<file path="src/rtl/hazard_stall_ctrl.sv">
// Hazard controller for the 5-stage core: load-use bubbles, EX redirects and
// mult/div occupancy, with a saturating count of front-end stall cycles.
module hazard_stall_ctrl #(
    parameter int MD_LATENCY = 8,
    parameter int CNT_W      = 16
) (
    input  logic             clk,
    input  logic             reset,
    input  logic [4:0]       id_rs,
    input  logic [4:0]       id_rt,
    input  logic             id_uses_rt,
    input  logic             id_md_start,
    input  logic             ex_mem_read,
    input  logic [4:0]       ex_rt,
    input  logic             ex_redirect,
    output logic             pc_write,
    output logic             if_id_stall,
    output logic             if_id_flush,
    output logic             id_ex_flush,
    output logic             md_busy,
    output logic             md_done,
    output logic [CNT_W-1:0] stall_cycles
);

    localparam int MW = $clog2(MD_LATENCY);
    localparam logic [MW-1:0] MD_LOAD = MW'(MD_LATENCY - 1);

    typedef enum logic {
        RUN,
        MD_WAIT
    } state_t;

    state_t        state, state_n;
    logic [MW-1:0] md_cnt, md_cnt_n;
    logic          load_use;

    assign load_use = ex_mem_read && (ex_rt != 5'd0) &&
                      ((ex_rt == id_rs) || (id_uses_rt && (ex_rt == id_rt)));

    always_comb begin
        state_n     = state;
        md_cnt_n    = md_cnt;
        pc_write    = 1'b1;
        if_id_stall = 1'b0;
        if_id_flush = 1'b0;
        id_ex_flush = 1'b0;
        md_busy     = 1'b0;
        md_done     = 1'b0;

        if (reset) begin
            // Hold the front end and flush both pipeline registers while in reset
            pc_write    = 1'b0;
            if_id_flush = 1'b1;
            id_ex_flush = 1'b1;
            state_n     = RUN;
            md_cnt_n    = '0;
        end else begin
            case (state)
                RUN: begin
                    if (ex_redirect) begin
                        if_id_flush = 1'b1;
                        id_ex_flush = 1'b1;
                    end else if (load_use) begin
                        pc_write    = 1'b0;
                        if_id_stall = 1'b1;
                        id_ex_flush = 1'b1;
                    end else if (id_md_start) begin
                        md_cnt_n = MD_LOAD;
                        state_n  = MD_WAIT;
                    end
                end
                MD_WAIT: begin
                    md_busy = 1'b1;
                    if (ex_redirect) begin
                        // The mult/div belonged to a squashed path: abort silently
                        if_id_flush = 1'b1;
                        id_ex_flush = 1'b1;
                        md_cnt_n    = '0;
                        state_n     = RUN;
                    end else if (md_cnt != '0) begin
                        pc_write    = 1'b0;
                        if_id_stall = 1'b1;
                        id_ex_flush = 1'b1;
                        md_cnt_n    = md_cnt - 1'b1;
                    end else begin
                        md_done = 1'b1;
                        state_n = RUN;
                    end
                end
                default: begin
                    state_n  = RUN;
                    md_cnt_n = '0;
                end
            endcase
        end
    end

    always_ff @(posedge clk or posedge reset) begin
        if (reset) begin
            state        <= RUN;
            md_cnt       <= '0;
            stall_cycles <= '0;
        end else begin
            state  <= state_n;
            md_cnt <= md_cnt_n;
            if (!pc_write && (stall_cycles != {CNT_W{1'b1}})) begin
                stall_cycles <= stall_cycles + CNT_W'(1);
            end
        end
    end

endmodule

</file>
<file path="config.mk">
export PLATFORM = sky130hd
export DESIGN_NAME = hazard_stall_ctrl
export DESIGN_NICKNAME = d
export VERILOG_FILES = /design/src/rtl/hazard_stall_ctrl.sv
export SDC_FILE = /design/constraint.sdc
export NUM_CORES = 1
export LEC_CHECK = 0
export ABC_AREA = 1
export CAP_MARGIN = 20
export CORE_ASPECT_RATIO = 1.1
export CORE_MARGIN = 2
export CORE_UTILIZATION = 47
export DETAILED_ROUTE_END_ITERATION = 8
export MAX_ROUTING_LAYER = met4
export PLACE_DENSITY = 0.91
export REMOVE_ABC_BUFFERS = 1
export SLEW_MARGIN = 15
export SYNTH_ARGS = -nofsm -noshare
export SYNTH_HDL_FRONTEND = slang
export SYNTH_SLANG_ARGS = --single-unit
</file>
<file path="constraint.sdc">
create_clock -name clk -period 1.9 [get_ports clk]
set_input_delay 0.285 -clock clk [delete_from_list [all_inputs] [get_ports clk]]
set_output_delay 0.285 -clock clk [all_outputs]
set_load 0.005 [all_outputs]
</file>
==> results of run 1 <==
-- cell usage in the layout (no fill, tap or decap), drive strengths merged --
master / Yosys / final
nand4: 2 / 2
xnor2: 3 / 3
dlygate4sd2: 0 / 17
buf: 4 / 10
clkdlybuf4s50: 0 / 23
xor2: 7 / 7
nand3: 27 / 27
nand2: 88 / 88
ha: 3 / 3
o21ai: 6 / 6
dfrtp: 20 / 20
nor3: 7 / 7
o22ai: 1 / 1
and3: 1 / 1
clkbuf: 0 / 5
a21oi: 2 / 2
nor4: 1 / 1
inv: 38 / 38
nor2: 16 / 16
-- layout make-up --
class	instances	area, sq um	area share
multi-input cells	164	825.8	0.4133
repair buffers	52	464.2	0.2323
inverters	38	142.6	0.07138
flip-flops and latches	20	500.5	0.2505
clock buffers	3	22.52	0.01127
well taps	34	42.54	0.02129
-- metal layers --
| metal | part of all wire | wire (um) |
|---|---|---|
| met1 | 0.45 | 1542 |
| met2 | 0.49 | 1661 |
| met3 | 0.043 | 146 |
| met4 | 0.015 | 52 |
| met5 | 0 | 0 |
-- worst paths after layout --
kind / endpoint / slack (ps) / start
setup / recovery: if_id_flush / 40 / ex_redirect
hold / removal: stall_cycles[15] / 520 / stall_cycles[15]
setup reg to reg: stall_cycles[15] / 200 / stall_cycles[0]
hold reg to reg: stall_cycles[15] / 520 / stall_cycles[15]
max in group asynchronous: stall_cycles[7] / 1110 / reset
min in group asynchronous: md_cnt[1] / 580 / reset
-- worst register-to-register path, delay by kind of cell, from the launching register on --
family | cells | cell delay, ps
fa+ha+maj | 1 | 250
buf+inv | 2 | 170
flops | 1 | 440
simple gates | 8 | 740
-- cells in the mapped netlist (all sizes together) (2+ instances only) --
library cell | instances | area [sq um]
a21oi | 2 | 10.01
buf | 4 | 38.78
dfrtp | 20 | 500.5
ha | 3 | 37.54
inv | 38 | 142.6
nand2 | 88 | 345.3
nand3 | 27 | 145.1
nand4 | 2 | 18.77
nor2 | 16 | 65.06
nor3 | 7 | 45.04
o21ai | 6 | 30.03
xnor2 | 3 | 26.28
xor2 | 7 | 61.31
-- stage by stage --
stage / hold WS [ps] / cell area, sq um / power [mW] / TNS [ps] / utilization
final: 519.3 / 1998 / 1.228 / 0 / 0.6613
after global routing: 539.1 / 1998 / 1.326 / -26.74 / 0.6613
after CTS: 501.6 / 1978 / 1.224 / 0 / 0.6547
after global placement: 471.8 / 1969 / 1.010 / -4837 / 0.6518
after detailed placement: 475.1 / 1969 / 1.028 / -5875 / 0.6518
after floorplan: 289.7 / 1446 / 0.8005 / 0 / -
-- logic make-up after synthesis --
family,Yosys count
and+or+nand+nor,142
AOI/OAI and AO/OA,9
buffers and inverters,42
xor gates and xnor gates,10
adders and majority gates,3
DFF,20
-- state kept, by name, indices dropped and copies added, names as in the netlist --
signal / cells
md_cnt: 3
stall_cycles: 16
state: 1
-- power breakdown --
part	switching [mW]	total, mW	internal [mW]	leakage, nW
clock network	0.128	0.202	0.0743	0.0138
logic	0.217	0.455	0.238	0.785
registers	0.0808	0.571	0.490	0.266
-- repair_timing --
action / in CTS / in global routing
resized for setup: 23 / 10
setup endpoints to repair: 15 / 6
pin swaps: 8 / 3
cloned: 0 / 0
buffers inserted: 0 / 2
endpoints found under the hold margin: 0 / 0
==> results.ini, run 1 <==
[worst_setup_path]
cp_num_cells=5
cp.required_ps=1620
slowest_stage=clkdlybuf4s50_1
cp.arrival_ps=1570
path_buf_inv=4
crit_path_end_kind=primary output
cp_top_family=buffers and inverters
crit_path_cell_trace=clkdlybuf4s50_1, nor2_2, inv_1, buf_4, clkdlybuf4s50_1
reg2reg_depth=11
slowest_delay_ps=530
critical_path_class=in -> out
setup.worst_path.start_class=input port
crit_fanout=3
cp_common_cell=clkdlybuf4s50_1

[clocking]
insertion_delay_ps=310
ctsHoldBuffers=0
cts_root_buf=clkbuf_4
clock-sinks=20
clk_pin_slew_worst_paths_ps=100
htreeDepth=1
cts_tree=built
cts_buffer_depth=2
numCtsBuffers=3

[final_layout]
area_growth_pct=34.54
drive_above_1_share=0.1372
nFillCells=274
n_antenna_cell=0
nets=303
finalNonFillerCells=311

[routing]
drt_iter0_drc=41
route.detailed.drc=0
num_vias=1546
first_pass_iters=4
via_per_inst=4.971
drt_wl_total_um=3402
ant_nets=0
wl_per_cell_um=10.94

[pwr]
powerDensity_nw_per_um2=614.8
ir_drop_uv=591.2
power.static_leakage_nw=1.065

[hold_path]
hold_depth=2
hold_path.class=reg -> reg

[floorplan]
initial_core_util=0.4915
die_area_sq_um=3626
die_w_um=57.60
ioPinCount=43
rows=21
core-area_sq_um=3022
die_y_um=62.96

[sta]
final-hold-violation-count=0
tightest_slew_ps=328.3
setup_ws_ps=40.26
fmaxAchievable_mhz=537.7
clock_skew_ps=1.576
fin_crit_ps=1860
rsz0062_at_grt=true
maxSlewHeadroom=0.7794
min_period_over_period=0.9788
finalMaxSlewViolations=0
setup-violations-final=0

[logic_synthesis]
async_reset_ff_frac=1.000
avgSynthCellArea_sq_um=6.572
synth-warning-count=0
synth_seq_cells=20
synth_fa_ha_area_frac=0.02527
synth_top_family_by_area=simple AND/OR/NAND/NOR gates
netlist_area_sq_um=1485
synthSimpleGateAreaFrac=0.4254
syn_inst=226
synth_ff_type=dfrtp_1
synthMuxAreaShare=0
synth-edff-count=0
synth_xor_area_frac=0.05897
ys_seq_area_frac=0.3370
synth_cell_type_count=24
synth_compound_area_frac=0.03117

[global_route]
met2_usage=0.3338
global_route.usage.total=0.2082
grt-busiest-layer=met2
grt_pass1_vias=1411
grt_pass1_wl_um=5858
grt_overflow_total=0
antenna_found_initial=0
met1_usage=0.2549
grt_max_degree=23
grt_util_met3=0.04762

[place]
port_buffers=42
gp_congestion=0.8958
dpl.cell_count=306
place_hpwl_um=2629
pre_cts_slack_ps=-422.0

[status]
status=completed

[job]
drv_cap=0

Power figures use the tool's default switching activity.
==> run 2, diff against run 1 <==
--- a/config.mk
+++ b/config.mk
@@ -9,10 +9,10 @@
 export CAP_MARGIN = 20
 export CORE_ASPECT_RATIO = 1.1
 export CORE_MARGIN = 2
-export CORE_UTILIZATION = 47
+export CORE_UTILIZATION = 25
 export DETAILED_ROUTE_END_ITERATION = 8
 export MAX_ROUTING_LAYER = met4
-export PLACE_DENSITY = 0.91
+export PLACE_DENSITY = 0.6
 export REMOVE_ABC_BUFFERS = 1
 export SLEW_MARGIN = 15
 export SYNTH_ARGS = -nofsm -noshare
==> results.ini, run 2 (synthesized netlist as in run 1, its figures left out) <==
[routing]
wl_per_cell_um=10.02  ; -8.4%
via_per_inst=4.235  ; -15%
dr.max_layer_used=met4
route.met2.wl_um=1720  ; +3.6%
ant_nets=0  ; unchanged
drt_iter0_drc=122  ; +200%
drt_wl_total_um=3536  ; +3.9%
first_pass_iters=4  ; unchanged
drt-met1-wl_um=1683  ; +9.1%
route.detailed.drc=0  ; unchanged
num_vias=1495  ; -3.3%
wl_met3_um=83  ; -43%

[floorplan]
core-area_sq_um=5769  ; +91%
die_y_um=84.84  ; +35%
die_area_sq_um=6574  ; +81%
ioPinCount=43  ; unchanged
initial_core_util=0.2574  ; -0.2341
die_w_um=77.49  ; +35%
rows=29  ; +38%

[pwr]
powerDensity_nw_per_um2=627.0  ; +2.0%
ir_drop_uv=410.6  ; -31%
power.static_leakage_nw=1.070  ; +0.43%
total_power_mw=1.285  ; +4.6%

[worst_setup_path]
reg2reg_depth=9  ; -2
path_buf_inv=4  ; unchanged
r2r-end=stall_cycles[11]
cp.arrival_ps=1560  ; about the same
cp_top_family=buffers and inverters
crit_path_end_kind=primary output
critical_path_class=in -> out
r2r_slack_ps=220  ; +20 ps
cp_common_cell=clkdlybuf4s50_1
r2r-start=stall_cycles[0]
cp.required_ps=1620  ; about the same
crit_fanout=3  ; unchanged
crit_path_cell_trace=clkdlybuf4s50_1, nor2_1, inv_1, buf_4, clkdlybuf4s50_1
setup.worst_path.start_class=input port
slowest_delay_ps=520  ; about the same
slowest_stage=clkdlybuf4s50_1

[global_route]
grt_overflow_total=0  ; unchanged
global_route.usage.total=0.1162  ; -0.09194
grt_pass1_vias=1416  ; +0.35%
grt_pass1_wl_um=6085  ; +3.9%
grt_max_degree=22  ; -4.3%
antenna_found_initial=0  ; unchanged

[final_layout]
reg_top3=stall_cycles: 16 flops, md_cnt: 3 flops, state: 1 flops
area_growth_pct=38.00
n_antenna_cell=0  ; unchanged
nets=302  ; -0.33%
regMostFlops=stall_cycles
largest_register_ffs=16  ; unchanged
drive_above_1_share=0.1087  ; -0.02849
layout_commonest_cell=nand2_1
final_cell_mix=nand2_1 (84), inv_1 (34), nand3_1 (25)

[clocking]
clock-sinks=20  ; unchanged
htreeDepth=1  ; unchanged
insertion_delay_ps=260  ; -50 ps
cts_root_buf=clkbuf_8
cts_buffer_depth=2  ; unchanged
cts_setup_buffers=0  ; unchanged
clk_pin_slew_worst_paths_ps=70  ; -30 ps
numCtsBuffers=3  ; unchanged
cts_tree=built

[hold_path]
min_to=md_cnt[0]
hold_depth=2  ; unchanged
hold_path.class=reg -> reg
hold_path.startpoint=md_cnt[0]

[place]
port_buffers=42  ; unchanged
place_hpwl_um=2808  ; +6.8%
gp_congestion=0.8314  ; -7.2%

[sta]
maxSlewHeadroom=0.7853  ; +0.005886
whs_ps=498.4  ; -20.91 ps
fin_crit_ps=1850  ; -9.748 ps
fmaxAchievable_mhz=540.5  ; +0.53%
finalMaxSlewViolations=0  ; unchanged
tightest_slew_ps=319.6  ; -8.761 ps
final-hold-violation-count=0  ; unchanged
min_period_over_period=0.9737  ; -0.005131
rsz0062_at_grt=true
setup-violations-final=0  ; unchanged
clock_skew_ps=3.675  ; +2.099 ps

[job]
drv_cap=0  ; unchanged

[status]
status=completed

run 2: worst reg2reg max path, cell delays in order, from the launching register on:
cell and delay, ps:
dfrtp_1 420, ha_1 240, nand3_1 170, inv_1 90
nand4_2 140, nand2_1 100, nor3_1 230, nand2_1 80
nand2_1 60, nand2_1 50
run 2: layout make-up:
| cell class | instances | area (sq um) |
|---|---|---|
| clock buffers | 3 | 41.29 |
| fillers | 606 | 3720 |
| inverters | 38 | 142.6 |
| multi-input cells | 164 | 810.8 |
| flip-flops and latches | 20 | 500.5 |
| well taps | 77 | 96.34 |
| repair buffers | 51 | 457.9 |
run 2: where the power goes:
group	internal [mW]	switching, mW	total (mW)
Clock	0.141	0.137	0.279
Sequential	0.491	0.0776	0.568
Combinational	0.229	0.209	0.438
Total	0.861	0.424	1.29
run 2: worst max-delay path by stage:
stage                     from  cells after the start  slack (ps)                to
5_1_grt              md_cnt[0]                      7         -10           md_done
3_5_place_dp          ex_rt[4]                     12        -450       if_id_stall
6_report           ex_redirect                      5          50       if_id_flush
2_1_floorplan  stall_cycles[0]                     11         240  stall_cycles[15]
3_3_place_gp          ex_rt[4]                     12        -460       if_id_stall
4_1_cts             id_uses_rt                     11          10          pc_write
run 2: repair_timing:
action                     CTS  global route
pin swaps                    9             4
setup endpoints to repair    9             6
gates resized for setup     20             8
hold buffers                 0             0
run 2: per-stage QoR:
step,setup WS (ps),instances,util,setup TNS [ps],instance area [sq um]
3_5_place_dp,-448.8,350,0.3520,-5266,2031
3_3_place_gp,-457.2,350,0.3520,-5428,2031
4_1_cts,10.12,353,0.3550,0,2048
2_1_floorplan,242.5,222,-,0,1446
6_report,50.01,353,0.3552,0,2049
5_1_grt,-13.83,353,0.3552,-13.83,2049
run 2: routing by layer:
layer  track usage  vias up
met5             -        -
met4       0.03409        0
met3       0.02234        4
met2        0.1976       16
met1        0.1401      679
li1              -      796
==> run 3, diff against run 2 <==
--- a/config.mk
+++ b/config.mk
@@ -9,10 +9,10 @@
 export CAP_MARGIN = 20
 export CORE_ASPECT_RATIO = 1.1
 export CORE_MARGIN = 2
-export CORE_UTILIZATION = 25
+export CORE_UTILIZATION = 41
 export DETAILED_ROUTE_END_ITERATION = 8
 export MAX_ROUTING_LAYER = met4
-export PLACE_DENSITY = 0.6
+export PLACE_DENSITY = 0.83
 export REMOVE_ABC_BUFFERS = 1
 export SLEW_MARGIN = 15
 export SYNTH_ARGS = -nofsm -noshare
==> results.ini, run 3 (synthesized netlist as in run 1, its figures left out) <==
[global_route]
grt_pass1_wl_um=5554  ; -8.7%
antenna_found_initial=0  ; unchanged
global_route.usage.total=0.1825  ; +0.06627
grt_overflow_total=0  ; unchanged
grt_max_degree=23  ; +4.5%
grt_pass1_vias=1353  ; -4.4%

[final_layout]
largest_register_ffs=16  ; unchanged
nFillCells=351  ; -42%
layout_commonest_cell=nand2_1
multi_input_area_sq_um=815.8  ; +0.62%
seqCellArea_sq_um=500.5  ; unchanged
regMostFlops=stall_cycles
n_antenna_cell=0  ; unchanged
stdcell_area_sq_um=2017  ; -1.6%
final_cell_mix=nand2_1 (83), inv_1 (32), nand3_1 (25), clkdlybuf4s50_1 (25), dfrtp_1 (20)
nets=302  ; unchanged
reg_top3=stall_cycles: 16 flops, md_cnt: 3 flops, state: 1 flops
drive_above_1_share=0.1264  ; +0.01766
area_growth_pct=35.80
finalNonFillerCells=325  ; -7.9%

[clocking]
cts_buffer_depth=2  ; unchanged
numCtsBuffers=3  ; unchanged
clock-sinks=20  ; unchanged
insertion_delay_ps=310  ; +50 ps
cts_tree=built
clk_pin_slew_worst_paths_ps=110  ; +40 ps
cts_root_buf=clkbuf_4
ctsHoldBuffers=0  ; unchanged
htreeDepth=1  ; unchanged

[pwr]
combPwrFrac=0.352  ; +0.011
p_int_mw=0.8431  ; -2.1%
switching_share=0.3347  ; +0.004706
switching_power_mw=0.4241  ; about the same
p_seq_frac=0.450  ; +0.008
powerDensity_nw_per_um2=628.3  ; +0.20%
ir_drop_uv=649.3  ; +58%
power.static_leakage_nw=1.063  ; -0.69%
clock_power_share=0.198  ; -0.019

[worst_setup_path]
cp.required_ps=1620  ; about the same
critical_path_class=reg -> out
r2r-end=stall_cycles[11]
setup.worst_path.start_class=register
reg2reg_depth=9  ; unchanged
crit_fanout=4  ; +1
r2r-start=stall_cycles[0]
crit_path_end_kind=primary output
r2r_slack_ps=190  ; -30 ps
cp.arrival_ps=1500  ; -60 ps

[hold_path]
min_to=stall_cycles[15]
hold_depth=2  ; unchanged
hold_path.class=reg -> reg
hold_path.startpoint=stall_cycles[15]

[sta]
rsz0062_at_grt=false
setup-violations-final=0  ; unchanged
min_period_over_period=0.9413  ; -0.03235
finalMaxSlewViolations=0  ; unchanged
clock_skew_ps=3.148  ; -0.5272 ps
tightest_slew_ps=338.6  ; +18.99 ps
final-hold-violation-count=0  ; unchanged
fin_crit_ps=1789  ; -61.46 ps
maxSlewHeadroom=0.7726  ; -0.01276
fmaxAchievable_mhz=559.1  ; +3.4%

[routing]
drt_iter0_drc=70  ; -43%
dr.max_layer_used=met4
wl_met3_um=117  ; +41%
num_vias=1514  ; +1.3%
wl_per_cell_um=10.27  ; +2.5%
route.detailed.drc=0  ; unchanged
drt_wl_total_um=3337  ; -5.6%
via_per_inst=4.658  ; +10%
route.met2.wl_um=1701  ; -1.1%
ant_nets=0  ; unchanged
drt-met1-wl_um=1476  ; -12%
first_pass_iters=4  ; unchanged

[floorplan]
die_w_um=61.39  ; -21%
core-area_sq_um=3413  ; -41%
rows=22  ; -24%
die_y_um=67.13  ; -21%
initial_core_util=0.4351  ; +0.1777
die_area_sq_um=4120  ; -37%
ioPinCount=43  ; unchanged

[place]
place_hpwl_um=2636  ; -6.1%
placedInstanceArea_sq_um=1979  ; -2.5%
port_buffers=42  ; unchanged
dpl.cell_count=319  ; -8.9%
gp_congestion=0.8318  ; about the same

[job]
drv_cap=0  ; unchanged

[status]
status=completed

run 3: cell types whose count changed in the layout (fill, tap and decap cells not counted), moves of 2 or more:
cell,before,now
inv_1,34,32
clkbuf_4,0,3
dlygate4sd2_1,16,13
clkdlybuf4s50_1,23,25
clkbuf_8,3,1
inv_2,4,6
run 3: how the worst max path moves through the flow:
stage / start / to / slack (ps)
2_1_floorplan: stall_cycles[0] / stall_cycles[15] / 240
3_3_place_gp: ex_rt[3] / if_id_stall / -380
3_5_place_dp: ex_rt[3] / if_id_stall / -420
4_1_cts: md_cnt[0] / pc_write / 10
5_1_grt: md_cnt[1] / md_done / 2
6_report: md_cnt[1] / md_done / 110
run 3: final cells by class:
type                       instances  area share
clock buffer                       4     0.01799
inverter                          38     0.07072
multi-input combinational        164      0.4045
sequential                        20      0.2481
tap                               48     0.02978
timing repair buffer              51      0.2289
run 3: stage by stage:
stage | setup TNS, ps | utilization | worst slack, ps | hold slack [ps] | total power, mW
after floorplan | 0 | - | 242.5 | 289.7 | 0.8005
after global placement | -4868 | 0.5799 | -379.8 | 469.6 | 1.011
after detailed placement | -5571 | 0.5799 | -420.7 | 480.7 | 1.024
after CTS | 0 | 0.5880 | 10.45 | 510.4 | 1.277
after global routing | 0 | 0.5909 | 1.798 | 567.4 | 1.358
final | 0 | 0.5909 | 111.5 | 505.7 | 1.267
run 3: power groups by stage:
stage	logic [mW]	clock network, mW	registers [mW]
6_report	0.446	0.251	0.570
5_1_grt	0.501	0.276	0.582
4_1_cts	0.442	0.265	0.570
3_5_place_dp	0.448	0	0.577
3_3_place_gp	0.436	0	0.575
2_1_floorplan	0.235	0	0.566
run 3: routing by layer:
metal	vias to the layer above	global-route usage
met4	0	0.04787
met3	5	0.04078
li1	798	-
met5	-	-
met2	25	0.3045
met1	686	0.2205
run 3: worst max-delay path: stages (launching register included):
cell	delay, ps
dfrtp_1	400
inv_1	80
ha_2	160
nand2_1	40
nor2_1	120
inv_2	70
nor2_2	100
clkdlybuf4s15_1	210
run 3: what timing repair did:
| action | 4_1_cts | 5_1_grt |
|---|---|---|
| buffers inserted | 1 | 1 |
| pin swaps | 6 | 6 |
| endpoints found under the setup margin | 4 | 15 |
| resized for setup | 21 | 10 |
